===== src/rtl/cursor_controller.sv =====
// cursor_controller
//   Moves a BOX x BOX cursor square around an H_RES x V_RES visible area
//   under control of five push buttons and paints it into the pixel stream.
//   Cursor position and colour are updated only once per frame (at the
//   falling edge of vsync), so the square never tears mid-frame.
//   Holding a direction moves once, waits REPEAT_FRAMES frames, then
//   auto-repeats one STEP per frame.
//
// Ports
//   clk        pixel clock, all logic on its rising edge
//   reset      synchronous, active-low
//   video_on   high inside the visible area
//   vsync      vertical sync, active-low pulse
//   pixel_x/y  current scan position
//   B_U/D/L/R/C  debounced buttons, active-high, asynchronous to clk
//   rgb        RGB332 output, one cycle after pixel_x/pixel_y/video_on
//   box_x/y    cursor top-left corner
//   color_idx  current palette index
module cursor_controller #(
  parameter int H_RES         = 640,
  parameter int V_RES         = 480,
  parameter int BOX           = 32,
  parameter int STEP          = 8,
  parameter int REPEAT_FRAMES = 8
) (
  input  logic       clk,
  input  logic       reset,
  input  logic       video_on,
  input  logic       vsync,
  input  logic [9:0] pixel_x,
  input  logic [9:0] pixel_y,
  input  logic       B_U,
  input  logic       B_D,
  input  logic       B_L,
  input  logic       B_R,
  input  logic       B_C,
  output logic [7:0] rgb,
  output logic [9:0] box_x,
  output logic [9:0] box_y,
  output logic [2:0] color_idx
);

  typedef enum logic [1:0] {IDLE, FIRST, REPEAT} axis_state_t;

  localparam int CNT_W = $clog2(REPEAT_FRAMES + 1);
  localparam logic [CNT_W-1:0] CNT_LOAD = CNT_W'(REPEAT_FRAMES - 1);

  // Button bit order: 0=U, 1=D, 2=L, 3=R, 4=C
  logic [4:0] btn_raw, btn_meta_reg, btn_sync_reg, btn_prev_reg, btn_rise;
  logic [4:0] pend_reg;
  logic       vs_meta_reg, vs_sync_reg, vs_prev_reg, frame_tick;

  // Axis 0 = horizontal (neg=L, pos=R), axis 1 = vertical (neg=U, pos=D)
  axis_state_t       state_reg  [2];
  axis_state_t       state_next [2];
  logic [CNT_W-1:0]  cnt_reg    [2];
  logic [CNT_W-1:0]  cnt_next   [2];
  logic [9:0]        pos_reg    [2];
  logic [9:0]        pos_next   [2];
  logic signed [10:0] sum_dn    [2];
  logic signed [10:0] sum_up    [2];
  logic signed [10:0] pos_max   [2];
  logic [1:0] neg_held, pos_held, neg_pend, pos_pend, neg_act, pos_act, do_move;

  logic [2:0] color_reg;
  logic [7:0] rgb_reg;
  logic       in_x, in_y;

  assign btn_raw  = {B_C, B_R, B_L, B_D, B_U};
  assign btn_rise = btn_sync_reg & ~btn_prev_reg;

  // Falling edge of the synchronized vsync marks the start of a new frame.
  assign frame_tick = vs_prev_reg & ~vs_sync_reg;

  assign neg_held = {btn_sync_reg[0], btn_sync_reg[2]};
  assign pos_held = {btn_sync_reg[1], btn_sync_reg[3]};
  assign neg_pend = {pend_reg[0], pend_reg[2]};
  assign pos_pend = {pend_reg[1], pend_reg[3]};
  assign neg_act  = neg_held | neg_pend;
  assign pos_act  = pos_held | pos_pend;

  assign pos_max[0] = $signed(11'(H_RES - BOX));
  assign pos_max[1] = $signed(11'(V_RES - BOX));

  always_ff @(posedge clk) begin
    if (!reset) begin
      btn_meta_reg <= '0;
      btn_sync_reg <= '0;
      btn_prev_reg <= '0;
      vs_meta_reg  <= 1'b0;
      vs_sync_reg  <= 1'b0;
      vs_prev_reg  <= 1'b0;
      pend_reg     <= '0;
    end else begin
      btn_meta_reg <= btn_raw;
      btn_sync_reg <= btn_meta_reg;
      btn_prev_reg <= btn_sync_reg;
      vs_meta_reg  <= vsync;
      vs_sync_reg  <= vs_meta_reg;
      vs_prev_reg  <= vs_sync_reg;
      // Pending flags are consumed at every frame boundary; an edge that
      // coincides with the tick is covered by the held level at that tick.
      pend_reg     <= frame_tick ? '0 : (pend_reg | btn_rise);
    end
  end

  // Per-axis next-state logic; both axes evaluated identically.
  always_comb begin
    for (int a = 0; a < 2; a++) begin
      state_next[a] = state_reg[a];
      cnt_next[a]   = cnt_reg[a];
      do_move[a]    = 1'b0;
      if (frame_tick) begin
        if (neg_act[a] && pos_act[a]) begin
          state_next[a] = IDLE;
        end else begin
          case (state_reg[a])
            IDLE: begin
              if (neg_act[a] || pos_act[a]) begin
                do_move[a]    = 1'b1;
                state_next[a] = FIRST;
                cnt_next[a]   = CNT_LOAD;
              end
            end
            FIRST: begin
              if (neg_held[a] || pos_held[a]) begin
                if (cnt_reg[a] == '0) begin
                  state_next[a] = REPEAT;
                  do_move[a]    = 1'b1;
                end else begin
                  cnt_next[a] = cnt_reg[a] - 1'b1;
                end
              end else if (neg_pend[a] || pos_pend[a]) begin
                // released but re-tapped within the frame: treat as a fresh press
                do_move[a]    = 1'b1;
                cnt_next[a]   = CNT_LOAD;
              end else begin
                state_next[a] = IDLE;
              end
            end
            REPEAT: begin
              if (neg_held[a] || pos_held[a]) begin
                do_move[a] = 1'b1;
              end else if (neg_pend[a] || pos_pend[a]) begin
                do_move[a]    = 1'b1;
                state_next[a] = FIRST;
                cnt_next[a]   = CNT_LOAD;
              end else begin
                state_next[a] = IDLE;
              end
            end
            default: state_next[a] = IDLE;
          endcase
        end
      end
    end
  end

  // Saturating position update in 11-bit signed arithmetic.
  always_comb begin
    for (int a = 0; a < 2; a++) begin
      sum_dn[a]   = $signed({1'b0, pos_reg[a]}) - $signed(11'(STEP));
      sum_up[a]   = $signed({1'b0, pos_reg[a]}) + $signed(11'(STEP));
      pos_next[a] = pos_reg[a];
      if (do_move[a] && neg_act[a]) begin
        pos_next[a] = sum_dn[a][10] ? 10'd0 : sum_dn[a][9:0];
      end else if (do_move[a] && pos_act[a]) begin
        pos_next[a] = (sum_up[a] > pos_max[a]) ? pos_max[a][9:0] : sum_up[a][9:0];
      end
    end
  end

  always_ff @(posedge clk) begin
    if (!reset) begin
      for (int a = 0; a < 2; a++) begin
        state_reg[a] <= IDLE;
        cnt_reg[a]   <= '0;
      end
      pos_reg[0] <= 10'((H_RES - BOX) / 2);
      pos_reg[1] <= 10'((V_RES - BOX) / 2);
      color_reg  <= '0;
    end else begin
      for (int a = 0; a < 2; a++) begin
        state_reg[a] <= state_next[a];
        cnt_reg[a]   <= cnt_next[a];
        pos_reg[a]   <= pos_next[a];
      end
      if (frame_tick && (pend_reg[4] || btn_rise[4])) begin
        color_reg <= color_reg + 3'd1;
      end
    end
  end

  function automatic logic [7:0] palette(input logic [2:0] idx);
    case (idx)
      3'd0:    palette = 8'hE0;
      3'd1:    palette = 8'h1C;
      3'd2:    palette = 8'h03;
      3'd3:    palette = 8'hFC;
      3'd4:    palette = 8'hE3;
      3'd5:    palette = 8'h1F;
      3'd6:    palette = 8'hFF;
      default: palette = 8'h92;
    endcase
  endfunction

  assign in_x = ({1'b0, pixel_x} >= {1'b0, pos_reg[0]}) &&
                ({1'b0, pixel_x} <  ({1'b0, pos_reg[0]} + 11'(BOX)));
  assign in_y = ({1'b0, pixel_y} >= {1'b0, pos_reg[1]}) &&
                ({1'b0, pixel_y} <  ({1'b0, pos_reg[1]} + 11'(BOX)));

  always_ff @(posedge clk) begin
    if (!reset) begin
      rgb_reg <= 8'h00;
    end else begin
      rgb_reg <= (video_on && in_x && in_y) ? palette(color_reg) : 8'h00;
    end
  end

  assign rgb       = rgb_reg;
  assign box_x     = pos_reg[0];
  assign box_y     = pos_reg[1];
  assign color_idx = color_reg;

endmodule


===== config.mk =====
export PLATFORM = sky130hd
export DESIGN_NAME = cursor_controller
export DESIGN_NICKNAME = d
export VERILOG_FILES = /design/src/rtl/cursor_controller.sv
export SDC_FILE = /design/constraint.sdc
export NUM_CORES = 1
export LEC_CHECK = 0
export CORE_ASPECT_RATIO = 1.25
export CORE_MARGIN = 1.5
export CORE_UTILIZATION = 58
export CTS_CLUSTER_DIAMETER = 40
export DETAILED_ROUTE_END_ITERATION = 8
export PLACE_DENSITY_LB_ADDON = 0.05
export SYNTH_ARGS = -nofsm -noshare
export SYNTH_HDL_FRONTEND = slang
export SYNTH_SLANG_ARGS = --single-unit

===== constraint.sdc =====
create_clock -name clk -period 6.8 [get_ports clk]
set_input_delay 0.68 -clock clk [delete_from_list [all_inputs] [get_ports clk]]
set_output_delay 0.68 -clock clk [all_outputs]
set_load 0.02 [all_outputs]

; Word-level counts from Yosys, hierarchy flattened
; Memories as Yosys holds them, arrays and structs flattened.
; Index checks and enable logic that the tools add are counted.
; Widths: inputs -> output; s select.
[totals]
mem_count = 3
out_inout_bits = 31
regBits = 34
mem_bits_rw = 32
wordCells = 143
inputBits = 29
[memory_table]
columns = memory, words, word_bits, rd, rd_clocked_by_memory_dff, write_ports, line
row1 = pos_reg, 2, 10, 2, 0, 2, 58  ; logic [9:0] pos_reg [2];
row2 = cnt_reg, 2, 4, 2, 0, 2, 56  ; logic [CNT_W-1:0] cnt_reg [2];
row3 = state_reg, 2, 2, 2, 0, 2, 54  ; axis_state_t state_reg [2];
[op_classes]
magnitude_cmp = 6
n_bitwise = 14
n_eq_ne = 10
n_mux = 67
reduce_logical = 25
add_sub_neg = 9
[ops]
columns = operator, count
row1 = $mux 10, 10
row2 = $mux 4, 16
row3 = $pmux 8 s7, 1
row4 = $mux 2, 16
row5 = $pmux 4 s3, 2
row6 = $add 10x4->11 const B, 2
row7 = $add 10x6->11 const B, 2
row8 = $lt 10x11->1, 2
row9 = $sub 10x4->11 const B, 2
row10 = $ge 10x10->1, 2
row11 = $mux 1, 18
row12 = $pmux 2 s3, 2
row13 = $gt 11x10->1 const B, 1
row14 = $gt 11x11->1 const B, 1
row15 = $logic_and 1x1->1, 11
row16 = $eq 3x3->1 const B, 3
row17 = $logic_not 4->1, 2
row18 = $sub 4x1->4 const B, 2
row19 = $logic_or 1x1->1, 7
row20 = $eq 3x2->1 const B, 2
row21 = $or 1x1->1, 6
row22 = $pmux 1 s3, 2
row23 = $and 5x5->5, 1
row24 = $not 5->5, 1
row25 = other kinds (12), 17

; Depth between registers and ports, before layout
; Gate-level depths: netlist of the first run.
; An unclocked memory read counts as a cell.
[logic_depth]
ltp_word = 11
ltp_mapped = 10
depth_no_buf = 9

; Worst setup path after synthesis of the first run
; Ideal clock, no wire load.
[synth_path]
kind = register -> register
startpoint = memory pos_reg[0][5]
endpoint = register rgb_reg[4], in the netlist rgb[4]
t_arrival_ps = 2376
required_time_ps = 6713
synth_period_minus_slack_ps = 2462
setup_time_ps = 87
path_buffers = 1
setup_slack_ps = 4338
path_stages_with_launch = 11
cell_sequence = dfxtp_1 buf_2 inv_1 ha_1 inv_1 ha_1 o211ai_1 a21oi_1 a2111oi_0 o221ai_1 a211oi_1
[synth_rtl]
columns = item, line
row1 = start: declaration, 58
row2 = end signal: assignment, 216  ; rgb_reg <= (video_on && in_x && in_y) ? palette(color_reg) : 8'h00;
row3 = end: declaration, 66  ; logic [7:0] rgb_reg;

==> flow_summary.json, run 1 <==
{
  "ys_warn_count": 0,
  "syn_inst": 502,
  "final_net_count": 617,
  "layout_common_cells": "dfxtp_1, ha_1, clkdlybuf4s50_1",
  "hold_viol": 0,
  "grt_max_degree": 31,
  "slew_headroom": 0.465,
  "grt-ovfl-total": 0,
  "post-dp-hpwl_microns": 6610,
  "endpoint_kind": "flip-flop",
  "cp-start-kind": "flip-flop",
  "status": "completed",
  "fin_skew_ns": 0.0126,
  "postCtsSetupRepairBufs": 0,
  "cts_sinks": 58,
  "die_w_microns": 77.8,
  "grt_setup_unrepaired": "no",
  "cts_made_buffers": 9,
  "avgSynthCellArea_sq_um": 8.07,
  "rows": 33,
  "root_buffer": "clkbuf_8",
  "start_util": 0.609,
  "core_sq_um": 6650,
  "hp-class": "flip-flop to flip-flop",
  "setup-tns-final_ns": 0,
  "via_per_inst": 5.84,
  "synthSimpleGateAreaFrac": 0.221,
  "clk_path_buf_depth": 2,
  "clock.fmax_mhz": 366,
  "synth-compound-area-share": 0.224,
  "finalPower_mw": 0.833,
  "synth_seq_cells": 58,
  "crit_type": "flip-flop to flip-flop",
  "port_buffers": 47,
  "drt_iter0_drc": 167,
  "ios": 60,
  "synth_top_family_by_area": "compound AO/OA/AOI/OAI gates",
  "place.gp.congestion": 0.943,
  "post_synth_instance_area_sq_um": 4050,
  "die_area_sq_um": 7500,
  "cts_tree": "built",
  "holdBufCountCts": 0,
  "final_common_cell": "dfxtp_1",
  "ir_drop_mv": 0.143,
  "synth_xor_area_frac": 0.0368,
  "cts.clk_slew.worst_paths_ns": 0.08,
  "drc": 0,
  "synth-adder-area-share": 0.148,
  "antenna_cells": 0,
  "drive_gt1_frac": 0.0679,
  "cp_data_required_time_ns": 7.06,
  "path_max_fanout": 12,
  "grt_pass1_vias": 3417,
  "wl_per_cell_microns": 14.2,
  "muxShareOfSynthArea": 0.0111,
  "period_needed_ns": 2.73,
  "arrival_ns": 2.99,
  "largest_register_ff_count": 14,
  "power_density_nw_per_um2": 175,
  "track_usage": 0.248,
  "vias": 3692,
  "synthFlopType": "dfxtp_1",
  "insertion_delay_ns": 0.35,
  "ant_nets": 0,
  "grt_first_pass_wirelength_microns": 14900,
  "min_period_over_period": 0.402,
  "drv_slew": 0,
  "wl_microns": 8970,
  "ctsResizeCount": 0,
  "maxCapViolCount": 0,
  "finalSetupViolCount": 0,
  "firstDrtPassIters": 5,
  "ys_types": 66,
  "worst_pin_slew_ns": 0.796,
  "yosysSeqAreaShare": 0.287,
  "leakage_nw": 1.83,
  "antenna_found_initial": 0,
  "synthArstFlopShare": 0,
  "fp.dieH_microns": 96.4,
  "synth-edff-count": 0,
  "htreeDepth": 3,
  "syn_to_final_growth_pct": 17.4
}
## stage by stage
stage	util	std cells	setup WS, ns	instance area, sq um	hold slack, ns
2_1_floorplan	-	507	4.34	4070	0.412
3_3_place_gp	0.679	616	3.93	4520	0.415
3_5_place_dp	0.679	616	3.92	4520	0.419
4_1_cts	0.716	632	4.08	4760	0.426
5_1_grt	0.716	632	3.80	4760	0.438
6_report	0.716	632	4.07	4760	0.421
## routing by layer
metal	GRT usage	part of all wire	up-vias
li1	-	-	1867
met1	0.270	0.42	1717
met2	0.469	0.52	94
met3	0.0469	0.040	14
met4	0.108	0.017	0
met5	0	0	-
## critical path, cell delays in order (launching register included)
cell and delay [ns]:
dfxtp_1 0.59, inv_1 0.17, ha_1 0.31, inv_1 0.04, ha_1 0.26, o211ai_1 0.15
a21oi_1 0.06, a2111oi_0 0.40, o221ai_1 0.36, a211oi_1 0.30
## path summary, 6_finish.rpt
kind / cells after the start / slack, ns / start / to
worst max-delay path: 9 / 4.07 / pos_reg[0][5] / rgb[4]
worst min register to register: 1 / 0.42 / btn_meta_reg[0] / btn_sync_reg[0]
worst max register to register: 9 / 4.07 / pos_reg[0][5] / rgb[4]
worst min-delay path: 1 / 0.42 / btn_meta_reg[0] / btn_sync_reg[0]
## where the power goes
group	internal (mW)	switching, mW
clock network	0.243	0.148
logic	0.0394	0.0472
registers	0.348	0.00759
## synthesized netlist by cell type, drive strengths merged (2+ instances only)
cell / number / area share
or3b: 4 / 0.0093
a31oi: 11 / 0.017
o2111ai: 5 / 0.011
clkbuf: 13 / 0.012
or2: 4 / 0.0062
o21bai: 3 / 0.0056
nand4: 6 / 0.0093
nand3: 18 / 0.023
nor3: 16 / 0.020
nor2: 40 / 0.037
nor4: 4 / 0.0099
dfxtp: 58 / 0.29
o221ai: 3 / 0.0065
a311oi: 2 / 0.0086
buf: 13 / 0.022
o22ai: 4 / 0.0062
o211ai: 8 / 0.016
a41oi: 2 / 0.0043
or3: 5 / 0.0077
xnor2: 17 / 0.037
inv: 40 / 0.037
a21o: 2 / 0.0037
o21a: 8 / 0.015
nand2: 33 / 0.031
and2: 18 / 0.028
nor3b: 3 / 0.0056
mux2i: 3 / 0.0074
a32oi: 2 / 0.0043
and3: 5 / 0.0080
a21boi: 2 / 0.0037
a21oi: 39 / 0.049
or4: 4 / 0.0083
o21ai: 33 / 0.042
ha: 48 / 0.15
nand2b: 4 / 0.0062
a211oi: 7 / 0.013
## cell type report
type / instances / area, sq um
Multi-Input combinational cell: 383 / 2620
Fill cell: 554 / 1890
Sequential cell: 58 / 1160
Timing Repair Buffer: 48 / 478
Inverter: 40 / 150
Clock buffer: 9 / 124
Clock inverter: 7 / 116
Tap cell: 87 / 109
## logic make-up (layout without fill, tap and decap cells)
| logic type | count (synthesis) | after routing |
|---|---|---|
| and+or+nand+nor | 169 | 169 |
| DFF | 58 | 58 |
| adders and majority gates | 48 | 48 |
| AOI/OAI and AO/OA | 139 | 139 |
| muxes | 4 | 4 |
| other | 1 | 6 |
| buffers and inverters | 66 | 104 |
| xor gates and xnor gates | 17 | 17 |
(Power assumes the default switching activity.)
==> inputs of run 2 (changes only) <==
- CORE_UTILIZATION: 58 -> 50
- clock period: 6.8 -> 2.3 ns (I/O delays scaled with it)
==> run 2 against run 1 <==
  * Worst hold slack gained 0.014 ns
  * Total power increased to 2.8 times the previous value
  * Register-to-register slack worse by 3.9 ns
  * Largest cell class unchanged
  * Critical path depth unchanged
  * Cell count rose by 5.9%
  * Utilization down 7.8 points
  * Global-route usage fell by 2.3 points
  * Combinational power grew to 3.2 times the previous value
  * Highest routed layer unchanged
  * Via count grew 2.9%
  * Sequential share of layout area is 0.99 points lower
==> flow_summary.json, run 2 (synthesized netlist as in run 1, its figures left out) <==
{
  "status": "completed",
  "wl_per_cell_microns": 14.2,
  "p_comb_frac": 0.122,
  "cts_sinks": 58,
  "fin_area_sq_um": 5000,
  "drive_gt1_frac": 0.129,
  "clk_path_buf_depth": 2,
  "die_w_microns": 83.5,
  "ios": 60,
  "endpoint_kind": "flip-flop",
  "internal_power_mw": 1.71,
  "die_area_sq_um": 8650,
  "gr-usage-met3": 0.0367,
  "p_sw_frac": 0.256,
  "slowest_delay_ns": 0.40,
  "place.gp.congestion": 0.901,
  "cts_tree": "built",
  "final_net_count": 646,
  "finalPower_mw": 2.30,
  "setup-tns-final_ns": 0,
  "htreeDepth": 3,
  "track_usage": 0.225,
  "layout_common_cells": "dfxtp_1, ha_1, clkdlybuf4s50_1",
  "antenna_cells": 0,
  "leakage_nw": 1.95,
  "fp.dieH_microns": 104,
  "finalSetupViolCount": 0,
  "final-seq-area_sq_um": 1170,
  "syn_to_final_growth_pct": 23.3,
  "crit_buf_inv": 2,
  "whs_ns": 0.434,
  "root_buffer": "clkbuf_8",
  "final_common_cell": "dfxtp_1",
  "worst_pin_slew_ns": 0.620,
  "wl_microns": 9510,
  "hp-class": "flip-flop to flip-flop",
  "fin_skew_ns": 0.00676,
  "min_from": "btn_meta_reg[3]",
  "cp_cell_sequence": "inv_1 > ha_1 > or3b_4 > a311oi_4 > nand2_2 > buf_4 > nand4b_1 > o2111ai_1 > o32a_1",
  "drc": 0,
  "vias": 3800,
  "port_buffers": 47,
  "fillerInstances": 700,
  "grt_pass1_vias": 3600,
  "slew_headroom": 0.586,
  "crit_slowest_cell": "or3b_4",
  "use_met1": 0.272,
  "rows": 36,
  "grt_setup_unrepaired": "no",
  "cp_data_required_time_ns": 2.52,
  "holdBufCountCts": 0,
  "hold_viol": 0,
  "crit_type": "flip-flop to flip-flop",
  "post-dp-hpwl_microns": 7180,
  "ant_nets": 0,
  "core_sq_um": 7840,
  "critical-path-top-delay-family": "compound AO/OA/AOI/OAI gates",
  "multiInputGateArea_sq_um": 2660,
  "rr_startpoint": "cnt_reg[0][4]",
  "clock.fmax_mhz": 459,
  "start_util": 0.517,
  "met2_usage": 0.402,
  "crit_path_start": "cnt_reg[0][4]",
  "drt_iter0_drc": 126,
  "grt_max_degree": 29,
  "dp_cells": 650,
  "maxCapViolCount": 0,
  "cts.clk_slew.worst_paths_ns": 0.07,
  "antenna_found_initial": 0,
  "min_period_over_period": 0.948,
  "fin_cells": 669,
  "firstDrtPassIters": 4,
  "ir_drop_mv": 0.348,
  "insertion_delay_ns": 0.34,
  "period_needed_ns": 2.18,
  "power_density_nw_per_um2": 461,
  "cts_made_buffers": 9,
  "arrival_ns": 2.40,
  "placed_area_sq_um": 4720,
  "largest_register_ff_count": 14,
  "switching_power_mw": 0.590,
  "grt-ovfl-total": 0,
  "cp-start-kind": "flip-flop",
  "via_per_inst": 5.68,
  "drv_slew": 0,
  "grt_first_pass_wirelength_microns": 16200,
  "sequentialPowerShare": 0.454,
  "p_clk_frac": 0.425,
  "path_max_fanout": 6,
  "busiest_layer": "met2"
}
run 2: changes by cell type in the layout (fill, tap and decap cells not counted), sizes merged:
cell / change
clkinv: -1
clkbuf: +3
bufinv: -2
clkinvlp: +1
inv: -1
buf: +29
run 2: worst reg2reg max path: cells and delay by family (launching register included):
kind | cells | cell delay, ns
AO/OA/AOI/OAI | 3 | 0.71
AND/OR/NAND/NOR | 3 | 0.64
adder cells (fa/ha/maj) | 1 | 0.16
flip-flops | 1 | 0.33
buffers and inverters | 2 | 0.23
run 2: what timing repair did:
action	4_1_cts	5_1_grt
buffers inserted	0	3
pin swaps	0	8
setup endpoints to repair	5	10
gates resized for setup	3	8
run 2: final timing paths:
| check | end | cells past startpoint | slack, ns |
|---|---|---|---|
| max | pos_reg[0][15] | 9 | 0.12 |
| min | btn_sync_reg[3] | 1 | 0.43 |
| max reg2reg | pos_reg[0][15] | 9 | 0.12 |
| min reg2reg | btn_sync_reg[3] | 1 | 0.43 |
run 2: power by group through the flow:
stage                     Combinational, mW  Sequential (mW)  Clock (mW)
after global placement                0.268             1.07           0
final                                 0.280             1.05       0.978
after floorplan                       0.178             1.07           0
after detailed placement              0.273             1.07           0
after CTS                             0.278             1.05       0.999
after global routing                  0.311             1.05        1.04
run 2: area by class of cell:
type                       count  area share
clock buffer                  12      0.0311
clock inverter                 4      0.0100
inverter                      40      0.0301
multi-input combinational    383       0.532
sequential                    58       0.234
tap                           95      0.0238
timing repair buffer          77       0.139
run 2: per-stage QoR:
| step | util | setup WS (ns) |
|---|---|---|
| global route | 0.637 | 0.0104 |
| CTS | 0.631 | 0.0532 |
| finish | 0.637 | 0.120 |
| detailed placement | 0.603 | -0.183 |
| floorplan | - | 0.000576 |
| global placement | 0.603 | -0.0364 |
run 2: layer usage:
metal	share of wire	wire, microns
met5	0	0
met3	0.030	284
met1	0.43	4050
met4	0.019	177
met2	0.53	4990
==> inputs of run 3 (changes only) <==
- SKIP_CTS_REPAIR_TIMING: unset -> 1
==> run 3 against run 2 <==
  * Worst hold slack unchanged
  * Register-to-register slack about the same
  * First-iteration DRC count unchanged
  * Via count decreased by 0.16%
  * Critical path type unchanged
==> flow_summary.json, run 3 (synthesized netlist as in run 1, its figures left out) <==
{
  "status": "completed",
  "insertion_delay_ns": 0.34,
  "final_net_count": 646,
  "antenna_found_initial": 0,
  "finalPower_mw": 2.30,
  "cts_tree": "built",
  "rr_worst_depth": 9,
  "wl_per_cell_microns": 14.2,
  "power_density_nw_per_um2": 461,
  "leakage_nw": 1.95,
  "root_buffer": "clkbuf_8",
  "finalSetupViolCount": 0,
  "met2_usage": 0.402,
  "clock.fmax_mhz": 459,
  "rr_startpoint": "cnt_reg[0][4]",
  "gr-usage-met3": 0.0367,
  "cts.clk_slew.worst_paths_ns": 0.07,
  "worst_pin_slew_ns": 0.620,
  "path_max_fanout": 6,
  "via_per_inst": 5.67,
  "drive_gt1_frac": 0.129,
  "crit_slowest_cell": "or3b_4",
  "drc": 0,
  "r2r-end": "pos_reg[0][15]",
  "crit_buf_inv": 2,
  "start_util": 0.517,
  "period_needed_ns": 2.18,
  "firstDrtPassIters": 4,
  "port_buffers": 47,
  "setup-tns-final_ns": 0,
  "grt_max_degree": 29,
  "antenna_cells": 0,
  "syn_to_final_growth_pct": 23.3,
  "post-dp-hpwl_microns": 7180,
  "track_usage": 0.225,
  "busiest_layer": "met2",
  "min_path_cells": 1,
  "grt_first_pass_wirelength_microns": 16200,
  "endpoint_kind": "flip-flop",
  "maxCapViolCount": 0,
  "cp_cell_sequence": "inv_1 > ha_1 > or3b_4 > a311oi_4 > nand2_2 > buf_4 > nand4b_1 > o2111ai_1 > o32a_1",
  "holdPathEnd": "btn_sync_reg[3]",
  "slew_headroom": 0.586,
  "layout_common_cells": "dfxtp_1, ha_1, clkdlybuf4s50_1",
  "final_common_cell": "dfxtp_1",
  "slowest_delay_ns": 0.40,
  "cp-start-kind": "flip-flop",
  "use_met1": 0.272,
  "cts_sinks": 58,
  "fin_cells": 669,
  "htreeDepth": 3,
  "hp-class": "flip-flop to flip-flop",
  "clk_path_buf_depth": 2,
  "vias": 3794,
  "min_period_over_period": 0.948,
  "arrival_ns": 2.41,
  "fin_util": 0.637,
  "hold_viol": 0,
  "die_area_sq_um": 8650,
  "cp_data_required_time_ns": 2.52,
  "min_from": "btn_meta_reg[3]",
  "place.gp.congestion": 0.901,
  "ant_nets": 0,
  "cts_made_buffers": 9,
  "rows": 36,
  "wl_microns": 9510,
  "ir_drop_mv": 0.348,
  "grt-ovfl-total": 0,
  "grt_setup_unrepaired": "no",
  "drv_slew": 0,
  "largest_register_ff_count": 14,
  "fp.dieH_microns": 104,
  "fin_skew_ns": 0.00674,
  "drt_iter0_drc": 126,
  "grt_pass1_vias": 3600,
  "dp_cells": 650,
  "r2r_slack_ns": 0.12,
  "ios": 60,
  "critical-path-top-delay-family": "compound AO/OA/AOI/OAI gates",
  "core_sq_um": 7840,
  "crit_type": "flip-flop to flip-flop",
  "die_w_microns": 83.5
}
[run 3: cell counts in the layout (fill, tap and decap cells not counted)]
No cell type changed its count.
[run 3: per-layer routing]
layer,up-vias,part of all wire
met1,1768,0.43
met2,93,0.53
met4,0,0.019
li1,1918,-
met5,-,0
met3,15,0.030
[run 3: power breakdown]
group,switching [mW],internal (mW),leakage (nW)
combinational,0.150,0.130,1.38
sequential,0.0192,1.03,0.473
clock,0.420,0.558,0.0986
[run 3: through the flow]
step / instance area (sq um) / setup slack (ns) / hold slack, ns
floorplan: 4080 / 0.000576 / 0.357
global placement: 4720 / -0.0364 / 0.412
detailed placement: 4720 / -0.183 / 0.420
CTS: 4930 / -0.139 / 0.437
global route: 5000 / 0.00965 / 0.454
finish: 5000 / 0.119 / 0.434
[run 3: how the worst max path moves through the flow]
| stage | startpoint | to | cells past startpoint |
|---|---|---|---|
| global placement | pixel_x[3] | rgb[4] | 8 |
| global route | pos_reg[0][5] | rgb[6] | 9 |
| CTS | pos_reg[0][5] | rgb[4] | 9 |
| floorplan | pos_reg[0][5] | rgb[4] | 10 |
| finish | cnt_reg[0][4] | pos_reg[0][15] | 9 |
| detailed placement | pixel_x[3] | rgb[4] | 8 |
[run 3: worst register-to-register path, cell delays in order (launching register included)]
cell and delay, ns:
dfxtp_1 0.33, inv_1 0.06, ha_1 0.16, or3b_4 0.41, a311oi_4 0.41, nand2_2 0.16
buf_4 0.17, nand4b_1 0.07, o2111ai_1 0.13, o32a_1 0.17
[run 3: cell type report]
| type | instances | area [sq um] |
|---|---|---|
| fillers | 700 | 2840 |
| flip-flops and latches | 58 | 1170 |
| clock buffers | 12 | 155 |
| inverters | 40 | 150 |
| clock inverters | 4 | 50.0 |
| well taps | 95 | 119 |
| multi-input cells | 383 | 2660 |
| repair buffers | 77 | 696 |
